$ cat src/rtl/icache_refill_ctrl.sv
// Instruction-cache line refill sequencer: one line-fill request per miss, beats streamed into
// the data array, then a tag/valid write to a round-robin victim way.
module icache_refill_ctrl #(
    parameter int PADDR_WIDTH  = 48,
    parameter int ICACHE_ASSOC = 4,
    parameter int ICACHE_SETS  = 64,
    parameter int LINE_BYTES   = 64,
    parameter int BEAT_BYTES   = 8
) (
    input  logic                                                 i_clk,
    input  logic                                                 i_rst_n,
    input  logic                                                 i_miss,
    input  logic [PADDR_WIDTH-1:0]                               i_miss_paddr,
    input  logic                                                 i_flush,
    output logic                                                 o_stall,
    output logic                                                 o_mem_req_valid,
    input  logic                                                 i_mem_req_ready,
    output logic [PADDR_WIDTH-1:0]                               o_mem_req_addr,
    input  logic                                                 i_mem_resp_valid,
    input  logic [8*BEAT_BYTES-1:0]                              i_mem_resp_data,
    output logic                                                 o_data_we,
    output logic [$clog2(ICACHE_ASSOC)-1:0]                      o_data_way,
    output logic [$clog2(ICACHE_SETS)-1:0]                       o_data_index,
    output logic [$clog2(LINE_BYTES/BEAT_BYTES)-1:0]             o_data_beat,
    output logic [8*BEAT_BYTES-1:0]                              o_data_wdata,
    output logic                                                 o_tag_we,
    output logic [$clog2(ICACHE_ASSOC)-1:0]                      o_tag_way,
    output logic [$clog2(ICACHE_SETS)-1:0]                       o_tag_index,
    output logic [PADDR_WIDTH-$clog2(LINE_BYTES*ICACHE_SETS)-1:0] o_tag_ptag,
    output logic                                                 o_tag_valid,
    output logic                                                 o_refill_done
);

    localparam int BEATS  = LINE_BYTES / BEAT_BYTES;
    localparam int OFF_W  = $clog2(LINE_BYTES);
    localparam int IDX_W  = $clog2(ICACHE_SETS);
    localparam int WAY_W  = $clog2(ICACHE_ASSOC);
    localparam int BEAT_W = $clog2(BEATS);
    localparam int TAG_W  = PADDR_WIDTH - OFF_W - IDX_W;
    localparam int DATA_W = 8 * BEAT_BYTES;

    localparam logic [PADDR_WIDTH-1:0] OFF_MASK  = PADDR_WIDTH'(LINE_BYTES - 1);
    localparam logic [BEAT_W-1:0]      LAST_BEAT = BEAT_W'(BEATS - 1);

    // state  | meaning
    // IDLE   | waiting for a miss; stall only in the miss cycle itself
    // REQ    | line-fill request held until memory accepts it
    // FILL   | writing returned beats into the data array
    // TAG    | single-cycle tag/valid write, victim pointer advance
    typedef enum logic [1:0] {
        S_IDLE,
        S_REQ,
        S_FILL,
        S_TAG
    } state_e;

    state_e                   state_q, state_d;
    logic [PADDR_WIDTH-1:0]   addr_q, addr_d;
    logic [WAY_W-1:0]         way_q, way_d;
    logic [WAY_W-1:0]         ptr_q, ptr_d;
    logic [BEAT_W-1:0]        beat_q, beat_d;
    logic                     abort_q, abort_d;

    always_ff @(posedge i_clk or negedge i_rst_n) begin
        if (!i_rst_n) begin
            state_q <= S_IDLE;
            addr_q  <= '0;
            way_q   <= '0;
            ptr_q   <= '0;
            beat_q  <= '0;
            abort_q <= 1'b0;
        end else begin
            state_q <= state_d;
            addr_q  <= addr_d;
            way_q   <= way_d;
            ptr_q   <= ptr_d;
            beat_q  <= beat_d;
            abort_q <= abort_d;
        end
    end

    always_comb begin
        state_d         = state_q;
        addr_d          = addr_q;
        way_d           = way_q;
        ptr_d           = ptr_q;
        beat_d          = beat_q;
        abort_d         = abort_q;
        o_stall         = 1'b0;
        o_mem_req_valid = 1'b0;
        o_mem_req_addr  = '0;
        o_data_we       = 1'b0;
        o_data_way      = '0;
        o_data_index    = '0;
        o_data_beat     = '0;
        o_data_wdata    = '0;
        o_tag_we        = 1'b0;
        o_tag_way       = '0;
        o_tag_index     = '0;
        o_tag_ptag      = '0;
        o_tag_valid     = 1'b0;
        o_refill_done   = 1'b0;

        unique case (state_q)
            S_IDLE: begin
                if (i_miss && !i_flush) begin
                    o_stall = 1'b1;
                    addr_d  = i_miss_paddr & ~OFF_MASK;
                    way_d   = ptr_q;
                    beat_d  = '0;
                    abort_d = 1'b0;
                    state_d = S_REQ;
                end
            end
            S_REQ: begin
                o_stall         = 1'b1;
                o_mem_req_valid = 1'b1;
                o_mem_req_addr  = addr_q;
                if (i_flush) abort_d = 1'b1;
                if (i_mem_req_ready) begin
                    beat_d  = '0;
                    state_d = S_FILL;
                end
            end
            S_FILL: begin
                o_stall = 1'b1;
                if (i_flush) abort_d = 1'b1;
                if (i_mem_resp_valid) begin
                    o_data_we    = 1'b1;
                    o_data_way   = way_q;
                    o_data_index = addr_q[OFF_W +: IDX_W];
                    o_data_beat  = beat_q;
                    o_data_wdata = i_mem_resp_data;
                    beat_d       = beat_q + BEAT_W'(1);
                    if (beat_q == LAST_BEAT) state_d = S_TAG;
                end
            end
            S_TAG: begin
                // An aborted refill already overwrote the victim's data, so it is invalidated.
                o_stall       = 1'b1;
                o_tag_we      = 1'b1;
                o_tag_way     = way_q;
                o_tag_index   = addr_q[OFF_W +: IDX_W];
                o_tag_ptag    = addr_q[PADDR_WIDTH-1 -: TAG_W];
                o_tag_valid   = !abort_q;
                o_refill_done = !abort_q;
                ptr_d         = ptr_q + WAY_W'(1);
                abort_d       = 1'b0;
                state_d       = S_IDLE;
            end
            default: state_d = S_IDLE;
        endcase
    end

endmodule

$ cat config.mk
export PLATFORM = sky130hd
export DESIGN_NAME = icache_refill_ctrl
export DESIGN_NICKNAME = d
export VERILOG_FILES = /design/src/rtl/icache_refill_ctrl.sv
export SDC_FILE = /design/constraint.sdc
export NUM_CORES = 1
export LEC_CHECK = 0
export ABC_CLOCK_PERIOD_IN_PS = 5800
export CAP_MARGIN = 20
export CORE_AREA = 4 4 110 112
export DETAILED_ROUTE_END_ITERATION = 8
export DIE_AREA = 0 0 114 116
export HOLD_SLACK_MARGIN = 0.08
export PLACE_DENSITY = 0.83
export SLEW_MARGIN = 20
export SYNTH_ARGS = -nofsm -noshare
export SYNTH_HDL_FRONTEND = slang
export SYNTH_SLANG_ARGS = --single-unit
$ cat constraint.sdc
create_clock -name i_clk -period 5.8 [get_ports i_clk]
set_clock_uncertainty 0.15 [all_clocks]
set_input_delay 1.16 -clock i_clk [delete_from_list [all_inputs] [get_ports i_clk]]
set_output_delay 1.16 -clock i_clk [all_outputs]
set_load 0.01 [all_outputs]
==> results of run 1 <==
[metal layers]
layer / GRT usage (%) / vias to the layer above / share of wire, %
li1: - / 1611 / -
met1: 19.95 / 1550 / 41
met2: 29.43 / 126 / 52
met3: 2.768 / 18 / 5.3
met4: 4.909 / 0 / 2.1
met5: 0 / - / 0
[cell families after synthesis]
group,count (synthesis),synth area share (%)
flip-flops,52,38.45
XOR/XNOR,2,0.5177
other,1,0.1108
AND/OR/NAND/NOR,176,32.75
AO/OA/AOI/OAI,3,1.774
adder cells (fa/ha/maj),10,3.697
buffers and inverters,40,6.100
multiplexers,50,16.60
[cell type report]
class                      count  area share [%]
timing repair buffer         280           43.77
multi-input combinational    247           29.84
sequential                    52           20.43
tap                          143           2.809
clock buffer                   5           1.965
clock inverter                 2          0.9430
inverter                       4          0.2358
[worst max-delay path, delay by kind of cell]
family / cells / cell delay, ns
buf+inv: 2 / 1.29
simple gates: 1 / 0.29
[placed cells by master, fill, tap and decap left out]
cell type / netlist / final
clkdlybuf4s50_1: 0 / 276
and2_1: 87 / 87
and3_1: 75 / 75
dfrtp_1: 52 / 52
mux2_2: 42 / 42
ha_1: 10 / 8
conb_1: 1 / 6
nor2b_1: 5 / 5
clkbuf_16: 0 / 5
inv_1: 4 / 4
nand2_1: 4 / 4
mux2i_1: 4 / 4
mux2_1: 3 / 3
a2111oi_4: 2 / 2
nor2_1: 2 / 2
ha_2: 0 / 2
bufinv_16: 0 / 2
buf_2: 0 / 2
buf_4: 7 / 2
nand2b_4: 1 / 1
nand3b_4: 1 / 1
xnor2_1: 1 / 1
or2b_1: 1 / 1
a21oi_1: 1 / 1
xor2_1: 1 / 1
mux2_4: 1 / 1
[final timing paths]
path | from | endpoint | slack, ns | cells after the start
max reg2reg | state_q[0]$_DFFE_PN0P_ | addr_q[15]$_DFFE_PN0P_ | 3.41 | 4
max in group asynchronous | i_rst_n | way_q[0]$_DFFE_PN0P_ | 4.21 | 2
max | i_mem_resp_valid | o_data_beat[0] | 1.73 | 3
min in group asynchronous | i_rst_n | addr_q[37]$_DFFE_PN0P_ | 0.83 | 2
min reg2reg | ptr_q[1]$_DFFE_PN0P_ | ptr_q[1]$_DFFE_PN0P_ | 0.32 | 1
min | ptr_q[1]$_DFFE_PN0P_ | ptr_q[1]$_DFFE_PN0P_ | 0.32 | 1
[registers in the layout, indices dropped and copies added (netlist names)]
name and cells:
beat_q 3, abort_q 1, ptr_q 2, addr_q 42, way_q 2, state_q 2
[power by group through the flow]
stage	Clock, mW	Sequential (mW)	Combinational [mW]
floorplan	0	0.627	0.812
global placement	0	0.671	1.53
detailed placement	0	0.687	1.57
CTS	0.383	0.681	1.57
global route	0.401	0.706	1.67
finish	0.371	0.678	1.56
[metrics by stage]
| step | std cells | worst slack [ns] | hold slack (ns) | total power, mW |
|---|---|---|---|---|
| 2_1_floorplan | 339 | 2.693 | 0.2914 | 1.439 |
| 3_3_place_gp | 726 | 1.789 | 0.3048 | 2.200 |
| 3_5_place_dp | 726 | 1.764 | 0.3091 | 2.254 |
| 4_1_cts | 733 | 1.765 | 0.3213 | 2.636 |
| 5_1_grt | 733 | 1.579 | 0.3337 | 2.781 |
| 6_report | 733 | 1.727 | 0.3184 | 2.605 |
==> results.md, run 1 <==
- Status: completed
- MaxCap Viol Count: 0
- Sw power: 0.9035 mW
- Syn. warnings: 0
- Netlist Area Pre-Place: between 3000 and 4000 µm²
- GPL Wtd Cong: 0.8521
- Antenna diodes: 0
- Final setup viols: 0
- Starting Density: 30.16%
- DR pass1 iterations: 4
- Actual slew at the worst max-slew pin: roughly 1.0 ns
- Crit share post-route: around 70%
- CP Launch Type: input pin
- Max Clk Rate: about 250 MHz
- Relative slew slack: between 30% and 40%
- Aggregate routed wire length: roughly 12000 µm
- GRT Total Usage: between 10% and 20%
- Area after DPL: about 6000 µm²
- Site row count: 39
- Fin crit period: 4.073 ns
- Nets: 718
- Combined area of the multi-input logic cells: ~1900 µm²
- Unique masters post-synth: 23
- CTS tree: yes
- Vias in the first global route: 3357
- Hold buffers post-CTS: 0
- P_int: 1.701 mW
- Avg Cell Area, Syn: 10.13 µm²
- Die Height: approximately 120 µm
- Logic pwr share: 59.7%
- Worst skew pair latency: about 0.28 ns
- Top cell type's share of synthesized area: 38.45%
- Sequential share of power: 26.0%
- Clk slew on worst S/H paths: 0.06 ns
- # fillers: a little under 1k
- Post-synthesis sequential area ratio: about 38%
- Grt ovf: 0
- Share of cells above drive strength 1: 10.17%
- Die ar.: approximately 13000 µm²
- Switch share: 34.69%
- DRC: 0
- Num ports: 291
- First-pass GRT wire length: ~17000 µm
- Critical Path Slowest Stage Cell: buf_2
- Num CTS Buffers: 5
- H-tree depth: 2
- Endpoint class of the critical path: output port
- Number of I/O port buffers: roughly 280
- Layout area overhead: 88.17%
- Critical Path RT: between 4 and 5 ns
- Dominant cells by area after synthesis: dfrtp_1 38%, and2_1 16%, mux2_2 14%
- Fin util: between 50% and 60%
- Setup bufs post-CTS: 0
- Cells along the critical path: buf_2, and3_1, clkdlybuf4s50_1
- Design area: about 6400 µm²
- WS Path Type: in -> out
- DRT iter0 DRCs: 127
- Root buffer cell: clkbuf_16
- Final setup TNS: 0 ns
- Post-cts sizing count: 0
- Peak supply drop: just over 0.3 mV
- Async S/R FF share, synth: 100.0%
- Count of state elements after synthesis: 52
- CP Data Arrival Time: around 2.8 ns
- Half-perimeter wire length after placement: about 9500 µm
- EDFF count, synth: 0
- Via count: 3305
- Final Max Tran Viols: 0
- Clk pwr share: ~14%
- Die span in x: between 100 and 150 µm
- Antenna Nets Post-Route: 0
- Cells after Synth: 334
- Core area: ~11000 µm²
- Biggest cell delay along the critical path: roughly 0.71 ns
- Fin. Hold Viols: 0
- RSZ-0062 raised after global routing: false
- Pwr Density: 409.0 nW/µm²
- Initial antenna violation count: 0
- Yosys top cell by area: dfrtp_1
- Worst hold path type: reg -> reg
- Top-count cell post-synth: and2_1
- # clock sinks: 52
- Most frequent cells after synthesis: 87 x and2_1, 75 x and3_1, 52 x dfrtp_1
- Leakage: 2.841 nW
- Clock tree buffer depth: 2
- Crit Path Max Fanout: slightly below 80
- Largest net degree at the start of global routing: 79
- Register area: roughly 1300 µm²
- Vias per std cell: approximately 4.5
- Routed wire per std cell: about 16 µm
- Most used DFF post-synth: dfrtp_1
Power figures use the tool's default switching activity.
==> run 2, diff against run 1 <==
--- a/config.mk
+++ b/config.mk
@@ -5,13 +5,13 @@
 export SDC_FILE = /design/constraint.sdc
 export NUM_CORES = 1
 export LEC_CHECK = 0
-export ABC_CLOCK_PERIOD_IN_PS = 5800
+export ABC_CLOCK_PERIOD_IN_PS = 3800
 export CAP_MARGIN = 20
-export CORE_AREA = 4 4 110 112
+export CORE_AREA = 4 4 111 113
 export DETAILED_ROUTE_END_ITERATION = 8
-export DIE_AREA = 0 0 114 116
+export DIE_AREA = 0 0 115 117
 export HOLD_SLACK_MARGIN = 0.08
-export PLACE_DENSITY = 0.83
+export PLACE_DENSITY = 0.81
 export SLEW_MARGIN = 20
 export SYNTH_ARGS = -nofsm -noshare
 export SYNTH_HDL_FRONTEND = slang
==> constraint.sdc (replaced) <==
create_clock -name i_clk -period 3.8 [get_ports i_clk]
set_clock_uncertainty 0.15 [all_clocks]
set_input_delay 0.76 -clock i_clk [delete_from_list [all_inputs] [get_ports i_clk]]
set_output_delay 0.76 -clock i_clk [all_outputs]
set_load 0.01 [all_outputs]
==> results.md, run 2 (synthesized netlist as in run 1, its figures left out) <==
- Critical Path Slowest Stage Cell: clkdlybuf4s50_1
- WS Path Type: reg -> out
- Die Height: 117 µm (+0.86%)
- RSZ-0062 raised after global routing: false
- Final setup viols: 0 (unchanged)
- H-tree depth: 2 (unchanged)
- MaxCap Viol Count: 0 (unchanged)
- Most common cell after layout, fill and taps aside: clkdlybuf4s50_1
- Register area: 1301 µm² (unchanged)
- Clk slew on worst S/H paths: 0.07 ns (about the same)
- Crit share post-route: about 87%
- GRT Total Usage: 16.42% (+0.094 points)
- Fin crit period: around 3.3 ns
- Clock tree buffer depth: 2 (unchanged)
- Largest net degree at the start of global routing: 78 (-1.3%)
- Largest Register: addr_q
- Final Power: 3.955 mW (+52%)
- Number of I/O port buffers: 278 (unchanged)
- Hold buffers post-CTS: 0 (unchanged)
- CP Data Arrival Time: 2.41 ns (-0.35 ns)
- CTS tree: yes
- Largest register FFs: 42 (unchanged)
- Routed wire per std cell: 16.45 µm (+0.23%)
- # fillers: 980 (-1.5%)
- Critical Path RT: 2.89 ns (-1.60 ns)
- Die ar.: 13460 µm² (+1.7%)
- Fin. Hold Viols: 0 (unchanged)
- Aggregate routed wire length: 12120 µm (+0.77%)
- Num CTS Buffers: 5 (unchanged)
- Antenna Nets Post-Route: 0 (unchanged)
- Grt ovf: 0 (unchanged)
- Regs by FF count: addr_q: 42 flops, beat_q: 3 flops
- Final setup TNS: 0 ns (unchanged)
- Initial antenna violation count: 0 (unchanged)
- DRT iter0 DRCs: 103 (-19%)
- DP Cell Count: 729 (+0.41%)
- Relative slew slack: 57.67% (+26 points)
- First-pass GRT wire length: 17820 µm (+2.1%)
- Area after DPL: 6241 µm² (+0.97%)
- Antenna diodes: 0 (unchanged)
- Status: completed
- Share of cells above drive strength 1: 10.44% (+0.27 points)
- Most frequent cells in the layout: 276 x clkdlybuf4s50_1, 87 x and2_1, 75 x and3_1, 52 x dfrtp_1, 42 x mux2_2
- Root buffer cell: clkbuf_16
- Endpoint class of the critical path: output port
- Core area: 11320 µm² (+0.87%)
- Final Max Tran Viols: 0 (unchanged)
- Post-Layout Cell Count: 737 (+0.55%)
- Setup bufs post-CTS: 0 (unchanged)
- Leakage: 2.860 nW (+0.69%)
- Peak supply drop: 0.3478 mV (+11%)
- Post-cts sizing count: 0 (unchanged)
- Combined area of the multi-input logic cells: 1898 µm² (-0.13%)
- Worst skew pair latency: 0.28 ns (about the same)
- Half-perimeter wire length after placement: 9678 µm (+2.0%)
- CP Launch Type: flip-flop
- Via count: 3265 (-1.2%)
- Actual slew at the worst max-slew pin: 0.6350 ns (-0.3834 ns)
- GPL Wtd Cong: 0.8300 (-2.6%)
- Design area: 6405 µm² (+0.57%)
- DRC: 0 (unchanged)
- Cells along the critical path: inv_1, ha_2, buf_12, and3_1, clkdlybuf4s50_1
- Vias in the first global route: 3363 (+0.18%)
- Num ports: 291 (unchanged)
- Layout area overhead: 89.24%
- DR pass1 iterations: 4 (unchanged)
- Hold WS: 0.2899 ns (-0.02845 ns)
- Die span in x: 115 µm (+0.88%)
- Vias per std cell: 4.430 (-1.7%)
- Worst hold path type: in -> async
- Site row count: 39 (unchanged)
- Pwr Density: 617.5 nW/µm² (+51%)
- # clock sinks: 52 (unchanged)
- Biggest cell delay along the critical path: 0.56 ns (-0.15 ns)
- Nets: 721 (+0.42%)
- Starting Density: 29.90% (-0.26 points)
- Max Clk Rate: between 300 and 400 MHz
- Crit Path Max Fanout: 51 (-34%)
-- run 2: power by group --
group          internal [mW]  leakage [nW]  switching (mW)
Combinational           1.43          2.15           0.993
Sequential             0.828         0.628           0.203
Clock                  0.310        0.0808           0.187
Total                   2.57          2.86            1.38
-- run 2: final cells by class --
cell class              instances  share of cell area, %
repair buffers                283                  44.46
multi-input cells             247                  29.63
flip-flops and latches         52                  20.32
well taps                     143                  2.794
clock buffers                   6                  2.012
clock inverters                 2                 0.5470
inverters                       4                 0.2344
-- run 2: per-layer routing --
metal	wire, µm	up-vias	track usage, %
li1	-	1618	-
met3	828	9	4.216
met4	112	0	2.582
met2	6368	111	28.97
met5	0	-	0
met1	4814	1527	20.69
-- run 2: final timing paths --
kind                                              from                     end  slack, ns  cells after the start
worst max-delay path            state_q[0]$_DFFE_PN0P_        o_data_wdata[48]       0.48                      5
worst min-delay path                           i_rst_n  addr_q[33]$_DFFE_PN0P_       0.29                      1
worst max register to register  state_q[0]$_DFFE_PN0P_  addr_q[14]$_DFFE_PN0P_       1.40                      4
worst min register to register    ptr_q[1]$_DFFE_PN0P_    ptr_q[1]$_DFFE_PN0P_       0.31                      1
max in group asynchronous                      i_rst_n  addr_q[17]$_DFFE_PN0P_       2.43                      2
min in group i_clk                ptr_q[1]$_DFFE_PN0P_    ptr_q[1]$_DFFE_PN0P_       0.31                      1
-- run 2: worst max-delay path, delay by kind of cell (launching register included) --
family        cells  cell delay [ns]
simple gates      1             0.22
buf+inv           3             0.99
fa+ha+maj         1             0.47
flops             1             0.44
-- run 2: through the flow --
stage,util [%],setup slack [ns]
final,56.58,0.4767
after global routing,56.58,0.3238
after CTS,56.58,0.4688
after detailed placement,55.13,0.7879
after global placement,55.13,0.8090
after floorplan,-,1.458
